File: src/rtl/pipe_hazard_ctrl_pkg.sv
// Shared definitions for the decode-stage issue controller: register-file
// geometry, architectural register aliases and the controller state type.
package pipe_hazard_ctrl_pkg;

  localparam int NREG   = 16;
  localparam int REG_AW = 4;

  localparam logic [REG_AW-1:0] LR = 4'd14;
  localparam logic [REG_AW-1:0] PC = 4'd15;

  typedef enum logic [0:0] {
    RUN   = 1'b0,
    FLUSH = 1'b1
  } state_t;

endpackage

File: src/rtl/pipe_hazard_ctrl_reg_scoreboard.sv
// Register scoreboard: one busy bit per architectural register.
// Lookups see writebacks retiring this cycle (the register file writes in the
// first half-cycle), and a new destination set beats a same-cycle retire.
module reg_scoreboard #(
  parameter int NREG = pipe_hazard_ctrl_pkg::NREG
) (
  input  logic                                  clk,
  input  logic                                  reset_n,
  input  logic                                  wb_valid,
  input  logic [pipe_hazard_ctrl_pkg::REG_AW-1:0] wb_addr,
  input  logic                                  set_en,
  input  logic [pipe_hazard_ctrl_pkg::REG_AW-1:0] set_addr,
  input  logic [pipe_hazard_ctrl_pkg::REG_AW-1:0] rd1_addr,
  input  logic [pipe_hazard_ctrl_pkg::REG_AW-1:0] rd2_addr,
  input  logic [pipe_hazard_ctrl_pkg::REG_AW-1:0] wr_addr,
  output logic                                  rd1_busy,
  output logic                                  rd2_busy,
  output logic                                  wr_busy,
  output logic [NREG-1:0]                       busy_mask
);
  import pipe_hazard_ctrl_pkg::*;

  logic [NREG-1:0] busy;
  logic [NREG-1:0] clr_1h;
  logic [NREG-1:0] set_1h;
  logic [NREG-1:0] busy_eff;

  function automatic logic [NREG-1:0] onehot(input logic en, input logic [REG_AW-1:0] a);
    logic [NREG-1:0] m;
    m = '0;
    for (int i = 0; i < NREG; i++) begin
      if (en && (a == i[REG_AW-1:0])) m[i] = 1'b1;
    end
    return m;
  endfunction

  assign clr_1h   = onehot(wb_valid, wb_addr);
  assign set_1h   = onehot(set_en, set_addr);
  assign busy_eff = busy & ~clr_1h;

  assign rd1_busy  = busy_eff[rd1_addr];
  assign rd2_busy  = busy_eff[rd2_addr];
  assign wr_busy   = busy_eff[wr_addr];
  assign busy_mask = busy;

  // Retire writebacks, then mark newly issued destinations busy.
  always_ff @(posedge clk or negedge reset_n) begin
    if (!reset_n) busy <= '0;
    else          busy <= busy_eff | set_1h;
  end

endmodule

File: src/rtl/pipe_hazard_ctrl.sv
// Decode-stage issue controller: holds decode on RAW/WAW hazards against
// in-flight register writes and kills the fetch/decode path for a fixed
// number of cycles after a taken branch issues.
module pipe_hazard_ctrl
  import pipe_hazard_ctrl_pkg::*;
#(
  parameter int NREG         = pipe_hazard_ctrl_pkg::NREG,
  parameter int FLUSH_CYCLES = 2
) (
  input  logic              clk,
  input  logic              reset_n,
  input  logic              dec_valid,
  input  logic              dec_rd1_en,
  input  logic              dec_rd2_en,
  input  logic [REG_AW-1:0] dec_rd1_addr,
  input  logic [REG_AW-1:0] dec_rd2_addr,
  input  logic              dec_wr_en,
  input  logic [REG_AW-1:0] dec_wr_addr,
  input  logic              dec_branch_taken,
  input  logic              wb_valid,
  input  logic [REG_AW-1:0] wb_addr,
  output logic              issue,
  output logic              stall,
  output logic              flush,
  output logic [NREG-1:0]   busy_mask
);

  localparam int CNT_W = $clog2(FLUSH_CYCLES + 1);

  state_t           state;
  logic [CNT_W-1:0] cnt;
  logic             rd1_busy;
  logic             rd2_busy;
  logic             wr_busy;
  logic             hazard;

  reg_scoreboard #(
    .NREG (NREG)
  ) u_sb (
    .clk       (clk),
    .reset_n   (reset_n),
    .wb_valid  (wb_valid),
    .wb_addr   (wb_addr),
    .set_en    (issue & dec_wr_en),
    .set_addr  (dec_wr_addr),
    .rd1_addr  (dec_rd1_addr),
    .rd2_addr  (dec_rd2_addr),
    .wr_addr   (dec_wr_addr),
    .rd1_busy  (rd1_busy),
    .rd2_busy  (rd2_busy),
    .wr_busy   (wr_busy),
    .busy_mask (busy_mask)
  );

  assign hazard = (dec_rd1_en & rd1_busy) | (dec_rd2_en & rd2_busy) | (dec_wr_en & wr_busy);
  assign flush  = (state == FLUSH);

  // Issue/stall decision; decode is ignored entirely while flushing.
  always_comb begin
    issue = 1'b0;
    stall = 1'b0;
    if (state == RUN) begin
      issue = dec_valid & ~hazard;
      stall = dec_valid & hazard;
    end
  end

  // Branch flush sequencer: count down FLUSH_CYCLES kill cycles, then resume.
  always_ff @(posedge clk or negedge reset_n) begin
    if (!reset_n) begin
      state <= RUN;
      cnt   <= '0;
    end else begin
      case (state)
        RUN: begin
          if (issue && dec_branch_taken) begin
            state <= FLUSH;
            cnt   <= CNT_W'(FLUSH_CYCLES);
          end
        end
        FLUSH: begin
          if (cnt != '0) cnt <= cnt - CNT_W'(1);
          if (cnt <= CNT_W'(1)) state <= RUN;
        end
        default: begin
          state <= RUN;
          cnt   <= '0;
        end
      endcase
    end
  end

endmodule

File: config.mk
export PLATFORM = sky130hd
export DESIGN_NAME = pipe_hazard_ctrl
export DESIGN_NICKNAME = d
export VERILOG_FILES = /design/src/rtl/pipe_hazard_ctrl_pkg.sv /design/src/rtl/pipe_hazard_ctrl_reg_scoreboard.sv /design/src/rtl/pipe_hazard_ctrl.sv
export SDC_FILE = /design/constraint.sdc
export NUM_CORES = 1
export LEC_CHECK = 0
export ABC_AREA = 0
export BUFFER_PORTS_ARGS = -buffer_cell sky130_fd_sc_hd__buf_2
export CORE_MARGIN = 1
export CORE_UTILIZATION = 47
export CTS_CLUSTER_DIAMETER = 40
export DETAILED_ROUTE_END_ITERATION = 6
export PLACE_DENSITY = 0.83
export SLEW_MARGIN = 5
export SYNTH_ARGS = -nofsm -noshare
export SYNTH_HDL_FRONTEND = slang
export SYNTH_HIERARCHICAL = 1
export SYNTH_SLANG_ARGS = --single-unit
File: constraint.sdc
create_clock -name clk -period 4.06 [get_ports clk]
set_input_delay 0.812 -clock clk [delete_from_list [all_inputs] [get_ports clk]]
set_output_delay 0.812 -clock clk [all_outputs]
set_load 0.005 [all_outputs]
* Yosys cells after proc, flatten, opt, wreduce, memory -nomap -nowiden *
Index checks and enable logic that the tools add are counted.

cells by class
  add/subtract/negate cells = 1
  $lt $le $gt $ge = 4
  eq/ne operators = 32
  multiplexer cells = 46
  bitwise gates (word level) = 13
  reduce and logical (&&, ||, !) cells = 37

operators by type and width
  kind                                                         count
  equality test 4 bit (second input constant)                  16
  2-to-1 mux 1 bit                                             39
  logical AND 1 bit                                            33
  equality test 4 x 3 -> 1 bit (second input constant)         8
  AND 16 bit                                                   1
  equality test 4 x 2 -> 1 bit (second input constant)         4
  NOT 16 bit                                                   1
  OR 16 bit                                                    1
  less-than comparator 4 x 5 -> 1 bit (second input constant)  3
  binary-select mux 1 bit (select 4 bit)                       3
  equality test 4 x 1 -> 1 bit (second input constant)         2
  zero test 4 bit                                              2
  AND 1 bit                                                    6
  2-to-1 mux 2 bit                                             2
  != test 2 x 1 -> 1 bit (second input constant)               2
  one-hot mux 2 bit (2 select lines)                           1
  <= comparator 2 x 1 -> 1 bit (second input constant)         1
  NOT 1 bit                                                    2
  OR 1 bit                                                     2
  one-hot mux 1 bit (2 select lines)                           1
  AND reduction 2 bit                                          1
  nonzero test 2 bit                                           1
  subtractor 2 x 1 -> 2 bit (second input constant)            1

storage, ports and cells
  flip-flop bits (word level) = 19
  output and inout bits = 19

* Depth between registers and ports, before layout *
  depth in word-level cells = 17
  gate-level depth with buffers = 11
  depth with buffers taken out = 10

* Modules after synthesis *
Netlist, hierarchy kept.

modules (own cells, without submodules)
  module            times used  cells each  area an instance (um^2)  sequential area each (um^2)
  reg_scoreboard    1           165         1346.3                   400.4
  pipe_hazard_ctrl  1           19          188.9                    75.1

* Worst setup path after synthesis *
OpenSTA, ideal clock, no wires.

  path kind = input to register
  from = in wb_addr[0]
  to = reg u_sb.busy[1] (netlist: u_sb/busy_mask[1])
  setup time = 0.082 ns
  arrival = 3.369 ns
  data required time = 3.978 ns
  path slack = 0.609 ns
  cell stages on the path = 10
  buffers on the path = 1
  cells stage by stage = buf_4 > or4_4 > a221oi_1 > or4_1 > mux2i_1 > a222oi_1 > and3b_2 > and2_1 > or3b_2 > o22ai_1

on the way
  cells in the longest elaborated chain, start to end = 17
  elaborated cells on any way between the ends = 68
  those cells by class = eq/ne: 15; mux: 24; bitwise: 11; reduce/logical: 18

ends and longest elaborated chain
  what                                                        RTL line                               source
  start, declared                                             pipe_hazard_ctrl.sv:21                 input logic [REG_AW-1:0] wb_addr,
  equality test 4 x 1 -> 1 bit, or another cell as far along  pipe_hazard_ctrl_reg_scoreboard.sv:32  if (en && (a == i[REG_AW-1:0])) m[i] = 1'b1;
  logical AND 1 bit                                           pipe_hazard_ctrl_reg_scoreboard.sv:32
  2-to-1 mux 1 bit                                            pipe_hazard_ctrl_reg_scoreboard.sv:32
  NOT 16 bit (*)                                              pipe_hazard_ctrl_reg_scoreboard.sv:39  assign busy_eff = busy & ~clr_1h;
  AND 16 bit (*)                                              pipe_hazard_ctrl_reg_scoreboard.sv:39
  binary-select mux 1 bit (select 4 bit) (*)                  pipe_hazard_ctrl_reg_scoreboard.sv:41  assign rd1_busy = busy_eff[rd1_addr];
  2-to-1 mux 1 bit (not written as such) (*)                  pipe_hazard_ctrl_reg_scoreboard.sv:41
  named net rd1_busy                                          pipe_hazard_ctrl.sv:32                 logic rd1_busy;
  (+3 left out)                                               --
  NOT 1 bit (*)                                               pipe_hazard_ctrl.sv:63                 issue = dec_valid & ~hazard;
  AND 1 bit (*)                                               pipe_hazard_ctrl.sv:63
  2-to-1 mux 1 bit (*)                                        pipe_hazard_ctrl.sv:62                 if (state == RUN) begin
  named net issue                                             pipe_hazard_ctrl.sv:22                 output logic issue,
  AND 1 bit (*)                                               pipe_hazard_ctrl.sv:44                 .set_en (issue & dec_wr_en),
  logical AND 1 bit (*)                                       pipe_hazard_ctrl_reg_scoreboard.sv:32
  2-to-1 mux 1 bit (*)                                        pipe_hazard_ctrl_reg_scoreboard.sv:32
  OR 16 bit (*)                                               pipe_hazard_ctrl_reg_scoreboard.sv:49  else busy <= busy_eff | set_1h;
  end signal, assigned                                        pipe_hazard_ctrl_reg_scoreboard.sv:49
  end, declared                                               pipe_hazard_ctrl_reg_scoreboard.sv:23  logic [NREG-1:0] busy;

The timed path passes the listed nets; every way through them passes the cells marked *. The select of a mux whose other input is x is not followed.
A chain may end at the register's enable or synchronous reset.

* Worst setup path in the final report *
  from = in wb_addr[1]
  to = out issue

on the way
  cells in the longest elaborated chain, start to end = 13
  elaborated cells on any way between the ends = 64
  those cells by class = eq/ne: 15; mux: 23; bitwise: 9; reduce/logical: 17

ends and longest elaborated chain
  what                                                        RTL line                               source
  equality test 4 x 1 -> 1 bit, or another cell as far along  pipe_hazard_ctrl_reg_scoreboard.sv:32
  logical AND 1 bit                                           pipe_hazard_ctrl_reg_scoreboard.sv:32
  2-to-1 mux 1 bit                                            pipe_hazard_ctrl_reg_scoreboard.sv:32
  NOT 16 bit (*)                                              pipe_hazard_ctrl_reg_scoreboard.sv:39
  AND 16 bit (*)                                              pipe_hazard_ctrl_reg_scoreboard.sv:39
  binary-select mux 1 bit (select 4 bit) (*)                  pipe_hazard_ctrl_reg_scoreboard.sv:42  assign rd2_busy = busy_eff[rd2_addr];
  2-to-1 mux 1 bit (not written as such) (*)                  pipe_hazard_ctrl_reg_scoreboard.sv:42
  named net rd2_busy                                          pipe_hazard_ctrl.sv:33                 logic rd2_busy;
  AND 1 bit (*)                                               pipe_hazard_ctrl.sv:55                 assign hazard = (dec_rd1_en & rd1_busy) | (dec_rd2_en & rd2_busy) | (dec_wr_en & wr_busy);
  OR 1 bit (*) (2 in a row)                                   pipe_hazard_ctrl.sv:55
  NOT 1 bit (*)                                               pipe_hazard_ctrl.sv:63
  AND 1 bit (*)                                               pipe_hazard_ctrl.sv:63
  2-to-1 mux 1 bit (*)                                        pipe_hazard_ctrl.sv:62
  end, declared                                               pipe_hazard_ctrl.sv:22

Marks and branches as above.

==> results.sh <==
export IMPL_yosys_warnings=6
export IMPL_drv_cap=0
export IMPL_drtIter0Drc=136
export IMPL_slew_viol_final=0
export IMPL_tns_ns=0
export IMPL_rsz0062_at_grt="no"
export IMPL_drc=0
export IMPL_firstDrtPassIters=5
export IMPL_max_vdd_ir_drop_mv=0.204
export IMPL_area_growth_pct=17.1
export IMPL_wl_mm=4.32
export IMPL_start_util_pct=49.9
export IMPL_cts_hold_buf=0
export IMPL_netlist_area_um2=1540
export IMPL_drive_gt1_share_pct=26.2
export IMPL_yosysUniqueCellTypes=48
export IMPL_ctsResizeCount=0
export IMPL_die_w_um=59.2
export IMPL_vias=1627
export IMPL_holdCritPathClass="primary input to asynchronous set/reset pin"
export IMPL_clock_sinks=19
export IMPL_critPathMaxFanout=7
export IMPL_cpMostUsedCell="buf_2"
export IMPL_dp_cells=265
export IMPL_hold_viol=0
export IMPL_grt_overflow=0
export IMPL_clkTransAtPathRegs_ns=0.13
export IMPL_gp_congestion=0.910
export IMPL_grt_usage_pct=26.4
export IMPL_routedWlPerCell_um=16.1
export IMPL_p_sw_mw=0.253
export IMPL_cp_end_kind="output port"
export IMPL_synth_ff_type="dfrtp_1"
export IMPL_finalNonFillerCells=269
export IMPL_grt_max_degree=21
export IMPL_ioPinCount=43
export IMPL_synth_edf_count=0
export IMPL_synth_cells=184
export IMPL_antenna_left=0
export IMPL_fin_skew_ns=0.0136
export IMPL_vias_per_cell=6.05
export IMPL_power_frac_clock_pct=15.7
export IMPL_hold_ws_ns=0.416
export IMPL_seq_area_frac_synth_pct=31.0
export IMPL_cp_required_ns=3.25
export IMPL_arrival_ns=2.93
export IMPL_place_ws_ns=0.310
export IMPL_ys_ff_latch=19
export IMPL_maxSlewHeadroom_pct=57.6
export IMPL_crit_type="primary input to output port"
export IMPL_crit_chain="buf_2 > nand2b_4 > o31a_1 > a2111oi_0 > or4_1 > mux2i_1 > a222oi_1 > and3b_2 > buf_2"
export IMPL_internal_power_mw=0.402
export IMPL_p_leak_nw=0.821
export IMPL_clk_latency_ns=0.31
export IMPL_multiInputGateArea_um2=988
export IMPL_synth_nets=210
export IMPL_cpPeakStageDelay_ns=0.53
export IMPL_cp_num_buf_inv=2
export IMPL_p_per_area_nw_per_um2=365
export IMPL_cp_start_kind="primary input"
export IMPL_sw_frac_of_total_pct=38.6
export IMPL_fin_crit_sh_pct=92.2
export IMPL_cts_tree="built"
export IMPL_die_area_um2=3500
export IMPL_power_share_sequential_pct=43.7
export IMPL_status="finished clean"
export IMPL_hpwl_mm=3.31
export IMPL_die_h_um=59.2
export IMPL_core_um2=3080
export IMPL_crit_family="compound AO/OA/AOI/OAI gates"
export IMPL_cts_path_max_buffers=2
export IMPL_grt_first_pass_wirelength_mm=6.86
export IMPL_tightestPinTransition_ns=0.631
export IMPL_row_count=20
export IMPL_htree_num_levels=1
export IMPL_final_nets=252
export IMPL_antenna_found_initial=0
export IMPL_syn_area_per_cell_um2=8.34
export IMPL_final_common_cell="buf_2"
export IMPL_postCtsSetupBuffers=0
export IMPL_slowest_stage="a2111oi_0"
export IMPL_n_antenna_cell=0
export IMPL_io_buffers=42
export IMPL_ff_latch_area_um2=475
export IMPL_fmax_mhz=267
export IMPL_clockRootBuffer="clkbuf_4"
export IMPL_grt_pass1_vias=1432
export IMPL_pwr_share_comb_pct=40.6
export IMPL_fillers=289
export IMPL_async_reset_ff_share_pct=100
export IMPL_finalSetupViolations=0
export IMPL_fin_ws_ns=0.315
export IMPL_final_cell_mix="buf_2, nand2_1, dfrtp_1"
export IMPL_cts_buffers=3
export IMPL_fin_crit_ns=3.74
[final timing paths]
path	slack (ns)	depth (start not counted)	start	to
min in group clk	0.55	2	cnt[1]	cnt[1]
min	0.42	1	reset_n	u_sb/busy_mask[6]
max reg2reg	1.14	10	u_sb/busy_mask[4]	u_sb/busy_mask[2]
max in group asynchronous	3.33	1	reset_n	u_sb/busy_mask[9]
max	0.32	9	wb_addr[1]	issue
min reg2reg	0.55	2	cnt[1]	cnt[1]
[cells in the mapped netlist, types with 2 or more instances]
cell | count | share of area, %
and2_1 | 5 | 2.0
a221oi_1 | 3 | 1.7
nor3b_1 | 2 | 0.98
a211o_1 | 3 | 1.7
inv_1 | 9 | 2.2
nand2b_1 | 11 | 4.5
dfrtp_1 | 19 | 31
o22ai_1 | 4 | 1.6
a21oi_1 | 6 | 2.0
o221a_1 | 4 | 2.9
a2111oi_0 | 3 | 1.7
buf_4 | 3 | 1.5
nor3_1 | 2 | 0.65
mux2i_1 | 3 | 2.0
o31ai_1 | 2 | 0.98
or4_1 | 3 | 1.5
nor2b_1 | 7 | 2.9
nor2_1 | 8 | 2.0
buf_2 | 3 | 0.98
and3_1 | 2 | 0.81
nand3_1 | 2 | 0.65
o21ai_0 | 12 | 3.9
nand4_1 | 3 | 1.2
o221a_2 | 2 | 1.5
nand2_1 | 28 | 6.8
o21bai_1 | 3 | 1.5
ha_1 | 2 | 1.6
nand3b_1 | 2 | 0.98
o221ai_1 | 9 | 5.1
[kinds of logic after synthesis]
kind of cell | count (synthesis) | share of synthesized area (%)
compound gates | 60 | 29.8
fa+ha+maj | 2 | 1.63
buf+inv | 15 | 4.64
flops | 19 | 31.0
mux | 3 | 1.96
simple gates | 85 | 31.0
[cell type report]
type | instances | share of cell area (%)
clock buffer | 3 | 1.25
multi-input combinational | 150 | 55.0
sequential | 19 | 26.4
inverter | 9 | 1.88
clock inverter | 1 | 0.278
tap | 44 | 3.06
timing repair buffer | 43 | 12.1
[metal layers]
metal	routed length, um	vias to the layer above	GRT usage [%]	part of all wire, %
met1	1800	732	35.5	42
met4	81	0	8.16	1.9
met3	386	16	5.46	8.9
met5	0	-	0	0
met2	2050	99	42.7	48
li1	-	780	-	-
[registers in the layout (all words and copies together), names as in the netlist]
| signal | count |
|---|---|
| flush | 1 |
| u_sb/busy_mask | 16 |
| cnt | 2 |
[power by group through the flow]
| stage | combinational (mW) | sequential, mW | clock (mW) |
|---|---|---|---|
| after floorplan | 0.158 | 0.287 | 0 |
| after global placement | 0.258 | 0.289 | 0 |
| after detailed placement | 0.263 | 0.290 | 0 |
| after CTS | 0.263 | 0.287 | 0.107 |
| after global routing | 0.298 | 0.295 | 0.116 |
| final | 0.266 | 0.286 | 0.103 |
[through the flow]
step	utilization [%]	power, mW	cell area [um2]
after floorplan	-	0.445	1540
after global placement	57.5	0.547	1770
after detailed placement	57.5	0.554	1770
after CTS	58.4	0.657	1800
after global routing	58.4	0.710	1800
final	58.4	0.655	1800
Power figures use the tool's default switching activity.
